<file path="src/rtl/fifo_pkg.sv">
// Shared constants and elaboration-time helpers for the synchronous FIFO.
// Other FIFO files import this package.
package fifo_pkg;

    localparam int DEFAULT_DATA_WIDTH = 8;
    localparam int DEFAULT_DEPTH      = 32;

    function automatic int clog2(input int value);
        int result;
        result = 0;
        for (int v = value - 1; v > 0; v = v >> 1) begin
            result = result + 1;
        end
        return result;
    endfunction

    // Legal parameter set: power-of-two depth >= 2, thresholds within range.
    function automatic bit params_ok(input int width, input int depth,
                                     input int af, input int ae, input int show_ahead);
        return (width >= 1) && (depth >= 2) && ((depth & (depth - 1)) == 0) &&
               (af >= 1) && (af <= depth) && (ae >= 0) && (ae <= depth - 1) &&
               (show_ahead == 0 || show_ahead == 1);
    endfunction

endpackage

</file>
<file path="src/rtl/fifo_ram.sv">
// Simple dual-port storage: synchronous write, asynchronous read.
// Contents are never reset.
module fifo_ram
    import fifo_pkg::*;
#(
    parameter int DATA_WIDTH = DEFAULT_DATA_WIDTH,
    parameter int DEPTH      = DEFAULT_DEPTH,
    localparam int AW        = clog2(DEPTH)
) (
    input  logic                  clock,
    input  logic                  we_i,
    input  logic [AW-1:0]         waddr_i,
    input  logic [DATA_WIDTH-1:0] wdata_i,
    input  logic [AW-1:0]         raddr_i,
    output logic [DATA_WIDTH-1:0] rdata_o
);

    logic [DATA_WIDTH-1:0] mem_q [DEPTH];

    always_ff @(posedge clock) begin
        if (we_i) begin
            mem_q[waddr_i] <= wdata_i;
        end
    end

    assign rdata_o = mem_q[raddr_i];

endmodule

</file>
<file path="src/rtl/sync_fifo_ctrl.sv">
// Synchronous FIFO controller: wrap-bit pointers, registered status flags,
// sticky error flags, and either a registered or show-ahead read port.
module sync_fifo_ctrl
    import fifo_pkg::*;
#(
    parameter int DATA_WIDTH = DEFAULT_DATA_WIDTH,
    parameter int DEPTH      = DEFAULT_DEPTH,
    parameter int AF_THRESH  = DEPTH - 2,
    parameter int AE_THRESH  = 2,
    parameter int SHOW_AHEAD = 0,
    localparam int AW        = clog2(DEPTH)
) (
    input  logic                  clock,
    input  logic                  reset,
    input  logic                  flush,
    input  logic                  clr_err,
    input  logic                  wr_en,
    input  logic [DATA_WIDTH-1:0] wr_data,
    input  logic                  rd_en,
    output logic [DATA_WIDTH-1:0] rd_data,
    output logic                  rd_valid,
    output logic                  full,
    output logic                  empty,
    output logic                  almost_full,
    output logic                  almost_empty,
    output logic [AW:0]           count,
    output logic                  overflow,
    output logic                  underflow
);

    if (!params_ok(DATA_WIDTH, DEPTH, AF_THRESH, AE_THRESH, SHOW_AHEAD)) begin : g_bad_params
        $error("sync_fifo_ctrl: illegal DATA_WIDTH/DEPTH/threshold/SHOW_AHEAD combination");
    end

    localparam logic [AW:0] DEPTH_C = DEPTH[AW:0];
    localparam logic [AW:0] AF_C    = AF_THRESH[AW:0];
    localparam logic [AW:0] AE_C    = AE_THRESH[AW:0];

    logic [AW:0] wr_ptr_q, wr_ptr_d;
    logic [AW:0] rd_ptr_q, rd_ptr_d;
    logic [AW:0] count_q, count_d;
    logic        full_q, full_d;
    logic        empty_q, empty_d;
    logic        almost_full_q, almost_full_d;
    logic        almost_empty_q, almost_empty_d;
    logic        overflow_q, overflow_d;
    logic        underflow_q, underflow_d;
    logic        wr_accept, rd_accept;
    logic [DATA_WIDTH-1:0] ram_rdata;

    always_comb begin
        // flush masks both requests, so it can neither move data nor raise errors
        rd_accept = rd_en & ~empty_q & ~flush;
        wr_accept = wr_en & ~flush & (~full_q | rd_accept);

        wr_ptr_d = flush ? '0 : wr_ptr_q + {{AW{1'b0}}, wr_accept};
        rd_ptr_d = flush ? '0 : rd_ptr_q + {{AW{1'b0}}, rd_accept};
        // Pointer difference with wrap bit equals count + wr_accept - rd_accept.
        count_d  = wr_ptr_d - rd_ptr_d;

        full_d         = (count_d == DEPTH_C);
        empty_d        = (count_d == '0);
        almost_full_d  = (count_d >= AF_C);
        almost_empty_d = (count_d <= AE_C);

        overflow_d  = (overflow_q & ~clr_err) | (wr_en & ~flush & ~wr_accept);
        underflow_d = (underflow_q & ~clr_err) | (rd_en & ~flush & empty_q);
    end

    always_ff @(posedge clock) begin
        if (!reset) begin
            wr_ptr_q       <= '0;
            rd_ptr_q       <= '0;
            count_q        <= '0;
            full_q         <= 1'b0;
            empty_q        <= 1'b1;
            almost_full_q  <= 1'b0;
            almost_empty_q <= 1'b1;
            overflow_q     <= 1'b0;
            underflow_q    <= 1'b0;
        end else begin
            wr_ptr_q       <= wr_ptr_d;
            rd_ptr_q       <= rd_ptr_d;
            count_q        <= count_d;
            full_q         <= full_d;
            empty_q        <= empty_d;
            almost_full_q  <= almost_full_d;
            almost_empty_q <= almost_empty_d;
            overflow_q     <= overflow_d;
            underflow_q    <= underflow_d;
        end
    end

    fifo_ram #(
        .DATA_WIDTH (DATA_WIDTH),
        .DEPTH      (DEPTH)
    ) u_ram (
        .clock   (clock),
        .we_i    (wr_accept & reset),
        .waddr_i (wr_ptr_q[AW-1:0]),
        .wdata_i (wr_data),
        .raddr_i (rd_ptr_q[AW-1:0]),
        .rdata_o (ram_rdata)
    );

    if (SHOW_AHEAD != 0) begin : g_show_ahead
        // Head word is presented directly; gated to zero while empty.
        assign rd_data  = empty_q ? '0 : ram_rdata;
        assign rd_valid = ~empty_q;
    end else begin : g_registered
        logic [DATA_WIDTH-1:0] rd_data_q;
        logic                  rd_valid_q;

        always_ff @(posedge clock) begin
            if (!reset) begin
                rd_data_q  <= '0;
                rd_valid_q <= 1'b0;
            end else begin
                rd_valid_q <= rd_accept;
                if (rd_accept) begin
                    rd_data_q <= ram_rdata;
                end
            end
        end

        assign rd_data  = rd_data_q;
        assign rd_valid = rd_valid_q;
    end

    assign count        = count_q;
    assign full         = full_q;
    assign empty        = empty_q;
    assign almost_full  = almost_full_q;
    assign almost_empty = almost_empty_q;
    assign overflow     = overflow_q;
    assign underflow    = underflow_q;

endmodule

</file>
<file path="config.mk">
export PLATFORM = sky130hd
export DESIGN_NAME = sync_fifo_ctrl
export DESIGN_NICKNAME = d
export VERILOG_FILES = /design/src/rtl/fifo_pkg.sv /design/src/rtl/fifo_ram.sv /design/src/rtl/sync_fifo_ctrl.sv
export SDC_FILE = /design/constraint.sdc
export NUM_CORES = 1
export LEC_CHECK = 0
export BUFFER_PORTS_ARGS = -buffer_cell sky130_fd_sc_hd__buf_2
export CORE_ASPECT_RATIO = 2
export CORE_MARGIN = 4
export CORE_UTILIZATION = 25
export CTS_CLUSTER_DIAMETER = 50
export DETAILED_ROUTE_END_ITERATION = 6
export PLACE_DENSITY = 0.4
export SLEW_MARGIN = 20
export SYNTH_ARGS = -nofsm -noshare
export SYNTH_HDL_FRONTEND = slang
export SYNTH_HIERARCHICAL = 1
export SYNTH_SLANG_ARGS = --single-unit
</file>
<file path="constraint.sdc">
create_clock -name clock -period 3 [get_ports clock]
set_input_delay 0.15 -clock clock [delete_from_list [all_inputs] [get_ports clock]]
set_output_delay 0.15 -clock clock [all_outputs]
set_load 0.05 [all_outputs]
</file>
==> impl_metrics.xml <==
<?xml version="1.0" encoding="UTF-8"?>
<metrics>
  <group name="clock_tree">
    <metric name="worstSkewPairLatency" unit="ns">0.55</metric>
    <metric name="numClockSinks" unit="">289</metric>
    <metric name="clock_tree.buffer_depth" unit="">3</metric>
    <metric name="tritoncts" unit="">yes</metric>
    <metric name="cts-htree-levels" unit="">1</metric>
    <metric name="clock_tree.root_cell" unit="">sky130_fd_sc_hd__clkbuf_16</metric>
    <metric name="worst_setup_hold_path_clk_slew" unit="ns">0.07</metric>
    <metric name="tritoncts.num_buffers" unit="">25</metric>
  </group>
  <group name="synth">
    <metric name="synth-seq-area-share" unit="%">73.7</metric>
    <metric name="synthDominantAreaCellType" unit="">sky130_fd_sc_hd__edfxtp_1</metric>
    <metric name="net_count_of_the_mapped_netlist" unit="">585</metric>
    <metric name="dominantRegCellSynth" unit="">sky130_fd_sc_hd__edfxtp_1</metric>
    <metric name="post_synth_main_area_contributors" unit="">sky130_fd_sc_hd__edfxtp_1 68%, sky130_fd_sc_hd__mux4_2 16%, sky130_fd_sc_hd__dfxtp_1 5.8%, sky130_fd_sc_hd__nor2_1 2.0%, sky130_fd_sc_hd__ha_1 1.1%</metric>
    <metric name="synth-seq-cells" unit="">289</metric>
    <metric name="synth_edf_count" unit="">256</metric>
    <metric name="syn_area" unit="sq mm">0.0113</metric>
    <metric name="ys_types" unit="">40</metric>
    <metric name="ys.warnings.count" unit="">6</metric>
    <metric name="post-synth-top-area-fraction" unit="%">67.9</metric>
    <metric name="post_synthesis_async_set_or_reset_flop_share" unit="%">0</metric>
    <metric name="syn-mean-instance-area" unit="sq um">20.2</metric>
    <metric name="netlist_instances" unit="">560</metric>
  </group>
  <group name="route">
    <metric name="drt-pass1-iter-count" unit="">4</metric>
    <metric name="drt_iter0_drc" unit="">344</metric>
    <metric name="drc_errors" unit="">0</metric>
    <metric name="routed-via-count" unit="">5446</metric>
    <metric name="routed_wire_length_per_instance" unit="um">22.3</metric>
    <metric name="antenna_left" unit="">0</metric>
    <metric name="vias_per_cell" unit="">4.41</metric>
    <metric name="postRouteWirelength" unit="um">27500</metric>
  </group>
  <group name="timing">
    <metric name="report.final.setup_viol" unit="">0</metric>
    <metric name="hold_viol" unit="">0</metric>
    <metric name="layout_min_cycle_time" unit="ns">2.96</metric>
    <metric name="slew_headroom" unit="%">50.6</metric>
    <metric name="worst_slew_pin_slew" unit="ns">0.741</metric>
    <metric name="period_share" unit="%">98.7</metric>
    <metric name="grt_setup_unrepaired" unit="">true</metric>
    <metric name="final.hold.worst_slack" unit="ns">0.179</metric>
    <metric name="tns" unit="ns">0</metric>
    <metric name="timing.clock.skew" unit="ns">0.0291</metric>
    <metric name="slew_violations" unit="">0</metric>
    <metric name="achievable-frequency" unit="GHz">0.338</metric>
  </group>
  <group name="grt">
    <metric name="antenna_found_initial" unit="">0</metric>
    <metric name="globalRoute.totalOverflow" unit="">0</metric>
    <metric name="grt_first_pass_wirelength" unit="um">40400</metric>
    <metric name="largest_net_degree_at_the_start_of_global_routing" unit="">65</metric>
    <metric name="number_of_global_route_vias_before_repair" unit="">6003</metric>
    <metric name="grt_usage" unit="%">11.4</metric>
  </group>
  <group name="placement">
    <metric name="dp.final_hpwl" unit="um">19000</metric>
    <metric name="place.gp.congestion" unit="">0.804</metric>
    <metric name="placement.io_buffers" unit="">34</metric>
  </group>
  <group name="worst_setup_path">
    <metric name="r2r_setup_slack" unit="ns">0.04</metric>
    <metric name="reg2reg_start" unit="">empty</metric>
    <metric name="timing.critical_path.cells" unit="">nor3b_4 &gt; nor2b_2 &gt; nor3b_2 &gt; ha_2 &gt; ha_4 &gt; nand3_2 &gt; xor2_2 &gt; nor2_1 &gt; ha_1 &gt; xnor2_2 &gt; or4_4 &gt; nor3b_2</metric>
    <metric name="worstRegToRegCells" unit="">12</metric>
    <metric name="timing.critical_path.slowest_stage_cell" unit="">sky130_fd_sc_hd__or4_4</metric>
    <metric name="timing.critical_path.depth" unit="">12</metric>
    <metric name="r2r-end" unit="">full</metric>
    <metric name="setup.worst_path.class" unit="">flop to flop</metric>
    <metric name="timing.critical_path.buf_inv" unit="">0</metric>
    <metric name="cp_common_cell" unit="">sky130_fd_sc_hd__nor3b_2</metric>
    <metric name="cp-start-kind" unit="">flop</metric>
    <metric name="critical_path.max_fanout" unit="">3</metric>
    <metric name="critPathMaxStageDelay" unit="ns">0.55</metric>
    <metric name="arrival" unit="ns">3.40</metric>
    <metric name="critical_path_sink_type" unit="">flop</metric>
    <metric name="worstPathRequired" unit="ns">3.44</metric>
    <metric name="cpLargestDelayFamily" unit="">simple AND/OR/NAND/NOR gates</metric>
  </group>
  <group name="pwr">
    <metric name="power.total" unit="mW">7.91</metric>
    <metric name="worst_ir_drop_vdd" unit="uV">365</metric>
    <metric name="power_leakage" unit="nW">4.26</metric>
    <metric name="power_density" unit="mW/mm^2">584</metric>
  </group>
  <group name="floorplan">
    <metric name="chipWidth" unit="um">159</metric>
    <metric name="floorplan.die.height" unit="um">309</metric>
    <metric name="cell_row_count" unit="">110</metric>
    <metric name="design.portCount" unit="">35</metric>
    <metric name="design.die.area" unit="sq mm">0.0490</metric>
    <metric name="placeable_core_region" unit="sq mm">0.0449</metric>
    <metric name="start_util" unit="%">25.2</metric>
  </group>
  <group name="min_path">
    <metric name="hp-class" unit="">input pin to flop</metric>
    <metric name="min-delay-start" unit="">wr_data[1]</metric>
    <metric name="worst_hold_path_depth" unit="">1</metric>
    <metric name="hold_end" unit="">u_ram/mem_q[28][1]</metric>
  </group>
  <group name="cells_and_area">
    <metric name="design.final.nets" unit="">680</metric>
    <metric name="antenna_cells" unit="">0</metric>
    <metric name="drive_above_1_share" unit="%">36.2</metric>
    <metric name="final_core_occ" unit="%">30.2</metric>
    <metric name="syn2layout_area_growth" unit="%">19.5</metric>
    <metric name="final_common_cell" unit="">sky130_fd_sc_hd__edfxtp_1</metric>
    <metric name="most-common-layout-cells" unit="">256 x sky130_fd_sc_hd__edfxtp_1, 80 x sky130_fd_sc_hd__mux4_2, 59 x sky130_fd_sc_hd__nor2_1</metric>
  </group>
  <group name="flow_run">
    <metric name="max-cap-violations" unit="">0</metric>
  </group>
  <group name="status">
    <metric name="run_status" unit="">finished, final reports clean</metric>
  </group>
</metrics>
-- cells by family (layout without fill, tap and decap cells) --
logic type	Yosys count	in the layout	share of synthesized area [%]
buf+inv	31	145	1.31
fa+ha+maj	11	11	1.28
compound gates	14	14	0.851
flops	289	289	73.7
mux	97	97	17.5
xor+xnor	10	10	0.773
simple gates	108	108	4.58
-- power by group --
part | switching (mW) | leakage [nW] | internal (mW)
Sequential | 0.00676 | 2.57 | 4.38
Combinational | 0.154 | 1.29 | 0.0717
Clock | 1.47 | 0.394 | 1.82
Total | 1.63 | 4.26 | 6.28
-- worst max path at each step --
stage               start      endpoint  slack (ns)
global route        empty  almost_empty       -0.11
finish              empty          full        0.04
global placement    empty          full        0.03
detailed placement  empty          full       -0.05
CTS                 empty  almost_empty      0.0005
floorplan           empty          full        0.02
-- per-layer routing --
metal / track usage [%] / part of all wire (%) / wire length, um / vias to the layer above
met1: 12.1 / 36 / 9790 / 2855
met2: 22.1 / 57 / 15700 / 103
met4: 4.71 / 4.0 / 1090 / 0
met5: 0 / 0 / 0 / -
met3: 1.27 / 3.1 / 865 / 42
li1: - / - / - / 2446
-- synth_stat cells, types with 2 or more instances --
library cell and instances:
sky130_fd_sc_hd__xnor2_1 4, sky130_fd_sc_hd__mux2i_1 9, sky130_fd_sc_hd__mux2_2 8, sky130_fd_sc_hd__nand2_1 10, sky130_fd_sc_hd__nor2b_1 5, sky130_fd_sc_hd__clkbuf_1 9, sky130_fd_sc_hd__buf_1 7, sky130_fd_sc_hd__and2_1 6
sky130_fd_sc_hd__dfxtp_1 33, sky130_fd_sc_hd__nor3b_1 2, sky130_fd_sc_hd__inv_1 5, sky130_fd_sc_hd__edfxtp_1 256, sky130_fd_sc_hd__o21ai_0 4, sky130_fd_sc_hd__buf_2 2, sky130_fd_sc_hd__or3b_2 3, sky130_fd_sc_hd__a32oi_1 2
sky130_fd_sc_hd__nand3_1 5, sky130_fd_sc_hd__nor3_1 5, sky130_fd_sc_hd__nand3b_1 5, sky130_fd_sc_hd__ha_1 10, sky130_fd_sc_hd__a21oi_1 2, sky130_fd_sc_hd__or3_1 3, sky130_fd_sc_hd__buf_4 6, sky130_fd_sc_hd__xor2_1 6
sky130_fd_sc_hd__nor2_1 59, sky130_fd_sc_hd__mux4_2 80
-- through the flow --
stage / std cells / instance area [sq um] / worst slack [ns]
after floorplan: 560 / 11300 / 0.0248
final: 1234 / 13500 / 0.0404
after global routing: 1234 / 13500 / -0.112
after CTS: 1232 / 13500 / 0.000535
after detailed placement: 1179 / 12500 / -0.0513
after global placement: 1179 / 12500 / 0.0270
-- area by class of cell --
type	instances	area, sq um
timing repair buffer	93	678
clock buffer	30	644
tap	560	701
inverter	6	22.5
clock inverter	16	186
sequential	289	8360
multi-input combinational	240	2950
fill	4389	31300
-- what timing repair did --
item / CTS / global route
setup endpoints to repair: 5 / 5
buffers inserted: 1 / 2
cloned: 0 / 0
hold endpoints to repair: 11 / 0
gates resized for setup: 13 / 11
hold buffers: 6 / 0
pin swaps: 5 / 12
-- registers in the layout, summed over array words and instances, names as in the netlist, 6 cells and up --
| name | flops |
|---|---|
| u_ram/mem_q | 256 |
| rd_ptr_q | 6 |
| count | 6 |
| rd_data | 8 |
| wr_ptr_q | 6 |
Power figures use the tool's default switching activity.
